$ cat src/rtl/sr_ctrl_multi_if.sv
// Host-side bus of sr_ctrl_multi: transaction request (start/din/div) and result (dout/valid/busy/mismatch).
// The host drives through master; the controller attaches as slave.
interface sr_ctrl_multi_if #(
  parameter int WIDTH     = 170,
  parameter int NCH       = 2,
  parameter int DIV_WIDTH = 6
) ();
  logic                 start;
  logic [NCH*WIDTH-1:0] din;
  logic [DIV_WIDTH-1:0] div;
  logic [NCH*WIDTH-1:0] dout;
  logic                 valid;
  logic                 busy;
  logic [NCH-1:0]       mismatch;

  modport master (
    output start, din, div,
    input  dout, valid, busy, mismatch
  );

  modport slave (
    input  start, din, div,
    output dout, valid, busy, mismatch
  );
endinterface

$ cat src/rtl/sr_ctrl_multi.sv
// Multi-channel serial shift-register configuration controller: shifts NCH words out on a
// shared divided clk_sr, captures the readback streams, pulses load_sr and flags readback mismatch.
module sr_ctrl_multi #(
  parameter int WIDTH           = 170,
  parameter int NCH             = 2,
  parameter int CNT_WIDTH       = 8,
  parameter int DIV_WIDTH       = 6,
  parameter int SHIFT_DIRECTION = 1,
  parameter int LOAD_CYCLES     = 1
) (
  input  logic           clk_in,
  input  logic           rst,
  sr_ctrl_multi_if.slave bus,
  input  logic [NCH-1:0] data_in,
  output logic           clk_sr,
  output logic [NCH-1:0] data_out,
  output logic           load_sr
);

  localparam int TW  = NCH * WIDTH;
  localparam int LCW = (2 * LOAD_CYCLES > 1) ? $clog2(2 * LOAD_CYCLES) : 1;
  localparam logic [CNT_WIDTH-1:0] BIT_LAST  = CNT_WIDTH'(WIDTH);
  localparam logic [LCW-1:0]       LOAD_LAST = LCW'(2 * LOAD_CYCLES - 1);

  typedef enum logic [1:0] {
    S_IDLE,
    S_SHIFT,
    S_LOAD,
    S_DONE
  } state_t;

  state_t               state_q, state_d;
  logic [DIV_WIDTH-1:0] presc_q, presc_d;
  logic [DIV_WIDTH-1:0] div_q, div_d;
  logic [CNT_WIDTH-1:0] bit_cnt_q, bit_cnt_d;
  logic                 phase_q, phase_d;
  logic [LCW-1:0]       load_cnt_q, load_cnt_d;
  logic [TW-1:0]        sh_q, sh_d;
  logic [TW-1:0]        cap_q, cap_d;
  logic [TW-1:0]        wr_q, wr_d;
  logic [TW-1:0]        shadow_q, shadow_d;
  logic [TW-1:0]        dout_q, dout_d;
  logic [NCH-1:0]       mismatch_q, mismatch_d;
  logic                 valid_q, valid_d;
  logic                 clk_sr_q, clk_sr_d;
  logic                 load_sr_q, load_sr_d;
  logic [NCH-1:0]       data_out_q, data_out_d;

  logic                 tick;
  logic [NCH-1:0]       out_bits;
  logic [TW-1:0]        sh_next;
  logic [TW-1:0]        cap_next;
  logic [NCH-1:0]       mism_vec;

  assign tick = ((state_q == S_SHIFT) || (state_q == S_LOAD)) && (presc_q == div_q);

  // Per-channel bit selection: outgoing bit leaves one end, readback enters the other end.
  always_comb begin
    out_bits = '0;
    sh_next  = '0;
    cap_next = '0;
    mism_vec = '0;
    for (int k = 0; k < NCH; k++) begin
      if (SHIFT_DIRECTION != 0) begin
        out_bits[k]                  = sh_q[k*WIDTH + WIDTH - 1];
        sh_next[k*WIDTH +: WIDTH]    = {sh_q[k*WIDTH +: WIDTH-1], 1'b0};
        cap_next[k*WIDTH +: WIDTH]   = {cap_q[k*WIDTH +: WIDTH-1], data_in[k]};
      end else begin
        out_bits[k]                  = sh_q[k*WIDTH];
        sh_next[k*WIDTH +: WIDTH]    = {1'b0, sh_q[k*WIDTH+1 +: WIDTH-1]};
        cap_next[k*WIDTH +: WIDTH]   = {data_in[k], cap_q[k*WIDTH+1 +: WIDTH-1]};
      end
      mism_vec[k] = (cap_q[k*WIDTH +: WIDTH] != shadow_q[k*WIDTH +: WIDTH]);
    end
  end

  always_comb begin
    state_d    = state_q;
    presc_d    = presc_q;
    div_d      = div_q;
    bit_cnt_d  = bit_cnt_q;
    phase_d    = phase_q;
    load_cnt_d = load_cnt_q;
    sh_d       = sh_q;
    cap_d      = cap_q;
    wr_d       = wr_q;
    shadow_d   = shadow_q;
    dout_d     = dout_q;
    mismatch_d = mismatch_q;
    valid_d    = 1'b0;
    clk_sr_d   = clk_sr_q;
    load_sr_d  = load_sr_q;
    data_out_d = data_out_q;

    case (state_q)
      S_IDLE: begin
        if (bus.start) begin
          state_d   = S_SHIFT;
          sh_d      = bus.din;
          wr_d      = bus.din;
          div_d     = bus.div;
          presc_d   = '0;
          bit_cnt_d = '0;
          phase_d   = 1'b0;
          cap_d     = '0;
        end
      end

      // Phase 0 sets up data with clk_sr low; phase 1 raises clk_sr and samples the return line.
      S_SHIFT: begin
        presc_d = tick ? '0 : presc_q + 1'b1;
        if (tick) begin
          if (phase_q) begin
            clk_sr_d  = 1'b1;
            cap_d     = cap_next;
            sh_d      = sh_next;
            bit_cnt_d = bit_cnt_q + 1'b1;
            phase_d   = 1'b0;
          end else if (bit_cnt_q == BIT_LAST) begin
            clk_sr_d   = 1'b0;
            data_out_d = '0;
            load_sr_d  = 1'b1;
            load_cnt_d = '0;
            state_d    = S_LOAD;
          end else begin
            clk_sr_d   = 1'b0;
            data_out_d = out_bits;
            phase_d    = 1'b1;
          end
        end
      end

      // Results are committed on the same edge that ends the strobe so valid and dout align.
      S_LOAD: begin
        presc_d = tick ? '0 : presc_q + 1'b1;
        if (tick) begin
          if (load_cnt_q == LOAD_LAST) begin
            load_sr_d  = 1'b0;
            state_d    = S_DONE;
            valid_d    = 1'b1;
            dout_d     = cap_q;
            mismatch_d = mism_vec;
            shadow_d   = wr_q;
          end else begin
            load_cnt_d = load_cnt_q + 1'b1;
          end
        end
      end

      S_DONE: begin
        state_d = S_IDLE;
      end

      default: begin
        state_d = S_IDLE;
      end
    endcase
  end

  always_ff @(posedge clk_in or negedge rst) begin
    if (!rst) begin
      state_q    <= S_IDLE;
      presc_q    <= '0;
      div_q      <= '0;
      bit_cnt_q  <= '0;
      phase_q    <= 1'b0;
      load_cnt_q <= '0;
      sh_q       <= '0;
      cap_q      <= '0;
      wr_q       <= '0;
      shadow_q   <= '0;
      dout_q     <= '0;
      mismatch_q <= '0;
      valid_q    <= 1'b0;
      clk_sr_q   <= 1'b0;
      load_sr_q  <= 1'b0;
      data_out_q <= '0;
    end else begin
      state_q    <= state_d;
      presc_q    <= presc_d;
      div_q      <= div_d;
      bit_cnt_q  <= bit_cnt_d;
      phase_q    <= phase_d;
      load_cnt_q <= load_cnt_d;
      sh_q       <= sh_d;
      cap_q      <= cap_d;
      wr_q       <= wr_d;
      shadow_q   <= shadow_d;
      dout_q     <= dout_d;
      mismatch_q <= mismatch_d;
      valid_q    <= valid_d;
      clk_sr_q   <= clk_sr_d;
      load_sr_q  <= load_sr_d;
      data_out_q <= data_out_d;
    end
  end

  assign clk_sr       = clk_sr_q;
  assign load_sr      = load_sr_q;
  assign data_out     = data_out_q;
  assign bus.dout     = dout_q;
  assign bus.valid    = valid_q;
  assign bus.busy     = (state_q != S_IDLE);
  assign bus.mismatch = mismatch_q;

endmodule

$ cat src/flat_wrapper.sv
// flat-port wrapper written by rule: the top's interface ports become plain ports
module sr_ctrl_multi_flat 
#(
  parameter int WIDTH           = 170,
  parameter int NCH             = 2,
  parameter int CNT_WIDTH       = 8,
  parameter int DIV_WIDTH       = 6,
  parameter int SHIFT_DIRECTION = 1,
  parameter int LOAD_CYCLES     = 1
)
  (clk_in, rst, data_in, clk_sr, data_out, load_sr, bus_start, bus_din, bus_div, bus_dout, bus_valid, bus_busy, bus_mismatch);
  sr_ctrl_multi_if #(.WIDTH(WIDTH), .NCH(NCH), .DIV_WIDTH(DIV_WIDTH)) bus_i ();
  input  logic clk_in;
  input  logic rst;
  input  logic [NCH-1:0] data_in;
  output logic clk_sr;
  output logic [NCH-1:0] data_out;
  output logic load_sr;
  input wire logic [$bits(bus_i.start)-1:0] bus_start;
  input wire logic [$bits(bus_i.din)-1:0] bus_din;
  input wire logic [$bits(bus_i.div)-1:0] bus_div;
  output wire logic [$bits(bus_i.dout)-1:0] bus_dout;
  output wire logic [$bits(bus_i.valid)-1:0] bus_valid;
  output wire logic [$bits(bus_i.busy)-1:0] bus_busy;
  output wire logic [$bits(bus_i.mismatch)-1:0] bus_mismatch;
  assign bus_i.start = bus_start;
  assign bus_i.din = bus_din;
  assign bus_i.div = bus_div;
  assign bus_dout = bus_i.dout;
  assign bus_valid = bus_i.valid;
  assign bus_busy = bus_i.busy;
  assign bus_mismatch = bus_i.mismatch;
  sr_ctrl_multi #(.WIDTH(WIDTH), .NCH(NCH), .CNT_WIDTH(CNT_WIDTH), .DIV_WIDTH(DIV_WIDTH), .SHIFT_DIRECTION(SHIFT_DIRECTION), .LOAD_CYCLES(LOAD_CYCLES)) u_core (.clk_in(clk_in), .rst(rst), .bus(bus_i), .data_in(data_in), .clk_sr(clk_sr), .data_out(data_out), .load_sr(load_sr));
endmodule
$ cat config.mk
export PLATFORM = sky130hd
export DESIGN_NAME = sr_ctrl_multi_flat
export DESIGN_NICKNAME = d
export VERILOG_FILES = /design/src/rtl/sr_ctrl_multi_if.sv /design/src/rtl/sr_ctrl_multi.sv /design/src/flat_wrapper.sv
export SDC_FILE = /design/constraint.sdc
export NUM_CORES = 2
export LEC_CHECK = 0
export CAP_MARGIN = 20
export CORE_ASPECT_RATIO = 1.1
export CORE_MARGIN = 5
export CORE_UTILIZATION = 60
export CTS_BUF_LIST = sky130_fd_sc_hd__clkbuf_2 sky130_fd_sc_hd__clkbuf_4 sky130_fd_sc_hd__clkbuf_8
export CTS_CLUSTER_SIZE = 16
export DETAILED_ROUTE_END_ITERATION = 10
export DONT_BUFFER_PORTS = 1
export PLACE_DENSITY = 0.76
export SYNTH_ARGS = -nofsm -noshare
export SYNTH_HDL_FRONTEND = slang
export SYNTH_SLANG_ARGS = --single-unit
$ cat constraint.sdc
create_clock -name clk_in -period 2.4 [get_ports clk_in]
set_input_delay 0.36 -clock clk_in [delete_from_list [all_inputs] [get_ports clk_in]]
set_output_delay 0.36 -clock clk_in [all_outputs]
set_load 0.1 [all_outputs]
; ---- Yosys cells after proc, flatten, opt, wreduce, memory -nomap -nowiden
; Cells that the tools add are included.
; W data, S select, Z words.
[totals]
inputBits = 351
output_inout_bits = 348
ff_bits = 1731
[op_classes]
n_mux = 44
n_bitwise = 1
n_reduce_logical = 18
add_sub_neg = 3
n_eq_ne = 14
[op_table]
columns = cell, n
row1 = $mux W340, 6
row2 = $pmux W340 S2, 2
row3 = $ne A170 B170 Y1, 2
row4 = $mux W8, 3
row5 = $mux W1, 18
row6 = $pmux W8 S2, 1
row7 = $mux W2, 7
row8 = $mux W6, 2
row9 = $pmux W6 S2, 1
row10 = $reduce_and A6 Y1, 2
row11 = $reduce_and A3 Y1, 3
row12 = $add A8 B1 Y8 const B, 1
row13 = $eq A8 B8 Y1 const B, 1
row14 = $ne A2 B1 Y1 const B, 4
row15 = $pmux W2 S4, 1
row16 = $reduce_bool A2 Y1, 4
row17 = $add A6 B1 Y6 const B, 1
row18 = $eq A6 B6 Y1, 1
row19 = $ne A2 B2 Y1 const B, 3
row20 = $pmux W1 S2, 3
row21 = $reduce_and A2 Y1, 3
row22 = $reduce_and A5 Y1, 1
row23 = $eq A2 B2 Y1 const B, 2
row24 = $reduce_and A4 Y1, 1
row25 = other kinds (7), 7

; ---- Longest topological paths before layout
[depth]
word_depth = 5
ltp_mapped = 13
ltp_nobuf = 8

; ---- Worst setup path after synthesis
; OpenSTA, ideal clock, no wires.
[synth_path]
path_kind = reg2reg
start = reg u_core.state_q[0]
end = reg u_core.cap_q[169]
stages_incl_launch_ff = 11
n_path_buf = 4
arrival_time_ns = 2.769
setup_slack_ns = -0.435
path_cell_list = dfrtp_1 -> inv_1 -> ha_1 -> clkbuf_1 -> inv_1 -> nor2_1 -> clkbuf_1 -> nor3_2 -> clkbuf_1 -> buf_2 -> a22o_1
[synth_via]
elab_chain_cells = 5
[synth_rtl]
columns = item, line_no
row1 = start: declaration, sr_ctrl_multi.sv:32  ; state_t state_q, state_d;
row2 = start signal: assignment, sr_ctrl_multi.sv:179  ; state_q <= state_d;
row3 = $eq A2 B1 Y1 or $eq A2 B2 Y1 (tied branches), "sr_ctrl_multi.sv:55, sr_ctrl_multi.sv:95"
row4 = $logic_or A1 B1 Y1, sr_ctrl_multi.sv:55  ; assign tick = ((state_q == S_SHIFT) || (state_q == S_LOAD)) && (presc_q == div_q);
row5 = $logic_and A1 B1 Y1, sr_ctrl_multi.sv:55
row6 = $ne A2 B1 Y1 (no source line), -
row7 = $reduce_and A4 Y1 (no source line), -
row8 = end signal: assignment, sr_ctrl_multi.sv:186  ; cap_q <= cap_d;
row9 = end: declaration, sr_ctrl_multi.sv:39  ; logic [TW-1:0] cap_q, cap_d;
; Parallel ways exist; a longest one is shown, timed or not.
; A chain may end at the register's enable or synchronous reset.

; ---- Worst setup path after layout
[layout_path]
start = reg u_core.presc_q[5]
end = reg u_core.dout_q[185], in the netlist u_core.bus.dout[185]
[layout_via]
elab_chain_cells = 3
[layout_rtl]
columns = item, line_no
row1 = start: declaration, sr_ctrl_multi.sv:33  ; logic [DIV_WIDTH-1:0] presc_q, presc_d;
row2 = start signal: assignment, sr_ctrl_multi.sv:180  ; presc_q <= presc_d;
row3 = $eq A6 B6 Y1, sr_ctrl_multi.sv:55
row4 = $logic_and A1 B1 Y1, sr_ctrl_multi.sv:55
row5 = $reduce_and A3 Y1 (no source line), -
row6 = end signal: assignment, sr_ctrl_multi.sv:189  ; dout_q <= dout_d;
row7 = end: declaration, sr_ctrl_multi.sv:42  ; logic [TW-1:0] dout_q, dout_d;
; No other way between the ends.

==> impl_metrics.toml <==
[run_status]
outcome = "finished, violations left"
violations = "negative hold slack"

[worst_setup_path]
cp.required_ns = 3.25
path_class = "reg2reg"
worstPathArrival_ns = 3.20
critPathMaxFanout = 58
end_kind = "flop"
start_kind = "flop"

[routing]
drc = 0
ant_nets = 0
firstDrtPassIters = 5
vias_per_cell = 5.92
routed_wirelength_um = 227000
drtIter0Drc = 5121
post_drt_wl_per_cell_um = 25.4
vias = 52941

[flow_run]
maxCapViolCount = 0

[sta]
slew_viol_final = 0
fin_skew_ns = 0.0706
max_clock_freq_mhz = 426
setup_tns_ns = 0
final-setup-viol-count = 0
slew-limit-headroom = 0.162
finalCritPeriodShare = 0.978
worst_pin_slew_ns = 1.26
final.setup.worst_slack_ns = 0.0531
final_hold_viol_count = 430
holdWs_ns = -0.910
fin_crit_ns = 2.35

[power]
power-per-cell-area_mw_per_mm2 = 1020
leakagePower_nw = 42.6
irDropWorstVdd_mv = 0.831
finalPower_mw = 86.5

[yosys]
synthTopCellsByArea = "dfrtp_1, nand2_1, mux2_2"
synth-main-ff-cell = "dfrtp_1"
synth_top_area_frac = 0.616
synth-async-reset-ratio = 1.00
yosysTopAreaCell = "dfrtp_1"
syn_area_per_cell_um2 = 10.8
synth_edf_count = 0
synth_area_mm2 = 0.0703
postSynthCellCount = 6491
ys_seq_area_frac = 0.616
synth_nets = 6848
synth_seq_cells = 1731
yosysWarnings = 0
yosysUniqueCellTypes = 55

[floorplan]
row_count = 131
initial_core_util = 0.605
pin_count = 699
die_x_um = 336
die_area_mm2 = 0.124
dieHeight_um = 369
core_mm2 = 0.116

[placed_design]
portBuffers = 0
hpwlAfterDp_um = 156000
placed_cells = 8056
place_congestion = 0.957
post-place-ws_ns = -0.982
place_area_mm2 = 0.0749

[finish]
area_growth_pct = 20.6
final_util = 0.730
fin_cells = 8950
fill_cells = 7538
register_area_mm2 = 0.0433
fin_nets = 7543
multiInputGateArea_mm2 = 0.0254
fin_area_mm2 = 0.0848
drive_gt1_frac = 0.173

[hold_path]
hold_path_class = "in2async"

[clocking]
cts_buffers = 287
cts_sinks = 1731
cts.reportedPaths.clkPinSlew_ns = 0.07
cts_tree = "done"
hold_buffers = 358
root_buffer = "clkbuf_8"
cts_buffer_depth = 4
clk_latency_ns = 1.00
htreeDepth = 5

[grt]
grt_max_degree = 289
grt_pass1_vias = 54328
antenna_found_initial = 58
grt_pass1_wl_um = 337000
grt_usage = 0.360
overflow = 0
## state kept, by name (all words and copies together), names as in the netlist
register / count
u_core.bit_cnt_q: 8
u_core.sh_q: 340
u_core.load_cnt_q: 1
u_core.data_out: 2
u_core.phase_q: 1
u_core.clk_sr: 1
u_core.bus.dout: 340
u_core.state_q: 2
u_core.div_q: 6
u_core.load_sr: 1
u_core.bus.valid: 1
u_core.presc_q: 6
u_core.cap_q: 340
u_core.bus.mismatch: 2
u_core.wr_q: 340
u_core.shadow_q: 340
## cells in the final DEF (no fill, tap or decap), types with 3 or more instances in the layout
cell type         n
a21oi_1          10
a221oi_1          8
a22o_1          303
a31oi_1           9
and3_1            4
buf_12           68
buf_16           14
buf_4           339
bufinv_16         3
clkbuf_16         6
clkbuf_4         83
clkbuf_8        365
clkinv_2         15
clkinvlp_4        4
dfrtp_1        1720
dfrtp_2          11
diode_2          55
dlygate4sd3_1   358
ha_1              4
inv_1            46
mux2_2          347
mux2i_1         340
nand2_1        2366
nand2b_1          6
nand3_1           7
nand4_1          61
nor2_1           13
nor2b_1           5
nor4_1           44
o21ai_0         425
o22ai_1          17
o2bb2ai_1         5
xnor2_1         195
xor2_1          113
## worst max-delay path: stages (launching register included)
cell,delay (ns)
dfrtp_1,0.42
xor2_1,0.18
nor4_4,0.29
buf_6,0.17
nand3_4,0.10
buf_4,0.19
buf_12,0.16
buf_12,0.17
buf_12,0.25
nand2_1,0.11
nand2_1,0.08
## timing repair
| item | in CTS | in global routing |
|---|---|---|
| endpoints found under the setup margin | 12 | 87 |
| pin swaps | 1 | 2 |
| gates cloned | 0 | 6 |
| hold endpoints to repair | 1254 | 430 |
| buffers inserted | 1 | 5 |
| resized for setup | 16 | 14 |
## where the power goes
part           total (mW)  internal [mW]  switching [mW]
clock network        26.8           15.1            11.7
registers            38.9           35.3            3.58
logic                20.8           9.38            11.4
total                86.5           59.9            26.7
## path summary, 6_finish.rpt
path                                   startpoint                   end  slack (ns)  depth (start not counted)
worst max-delay path            u_core.presc_q[5]  u_core.bus.dout[185]        0.05                         10
worst min-delay path                          rst      u_core.sh_q[293]       -0.91                          0
worst max register to register  u_core.presc_q[5]  u_core.bus.dout[185]        0.05                         10
worst min register to register   u_core.wr_q[171]  u_core.shadow_q[171]        0.45                          2
max in group asynchronous                     rst     u_core.cap_q[171]        0.78                          4
min in group clk_in                    bus_div[0]       u_core.div_q[0]        0.08                          2
## cell usage after synthesis (2+ instances only)
library cell     n
nor2b_1          5
nor4_1          45
a21o_1           2
o211ai_1         2
nand4_1         61
buf_2           98
ha_1             6
a221oi_1         8
a21oi_1         11
dfrtp_1       1731
nor2_1          14
a22o_1         303
inv_1           48
xnor2_1        195
xor2_1         113
a31oi_1          9
a32oi_1          2
nor3_1           2
and3_1           4
buf_6            2
a41oi_1          2
nand2_1       2367
o22ai_1         17
mux2i_1        340
clkbuf_1       271
a22oi_1          2
o2bb2ai_1        5
mux2_2         348
a221o_1          2
buf_1           11
nand2b_1         6
nand3_1         10
o21ai_0        427
## cell families (layout without fill, tap and decap cells)
logic type / count (synthesis) / count (layout) / share of synthesized area
multiplexers: 688 / 688 / 0.104
XOR/XNOR: 308 / 308 / 0.0384
AND/OR/NAND/NOR: 2525 / 2525 / 0.140
adder cells (fa/ha/maj): 6 / 6 / 0.00107
other: 0 / 55 / 0
AO/OA/AOI/OAI: 802 / 802 / 0.0755
buffers and inverters: 431 / 1306 / 0.0250
flip-flops: 1731 / 1731 / 0.616
## routing by layer
layer	share of wire	track usage	wire (um)
met1	0.35	0.418	79000
met2	0.47	0.578	108000
met3	0.087	0.0951	19700
met4	0.090	0.267	20500
met5	0.00036	0	82
## final cells by class
type	count	area share
timing repair buffer	788	0.0950
tap	1529	0.0225
sequential	1731	0.511
clock buffer	448	0.0666
antenna	55	0.00162
inverter	49	0.00230
clock inverter	21	0.00221
multi-input combinational	4329	0.299
(Power assumes the default switching activity.)
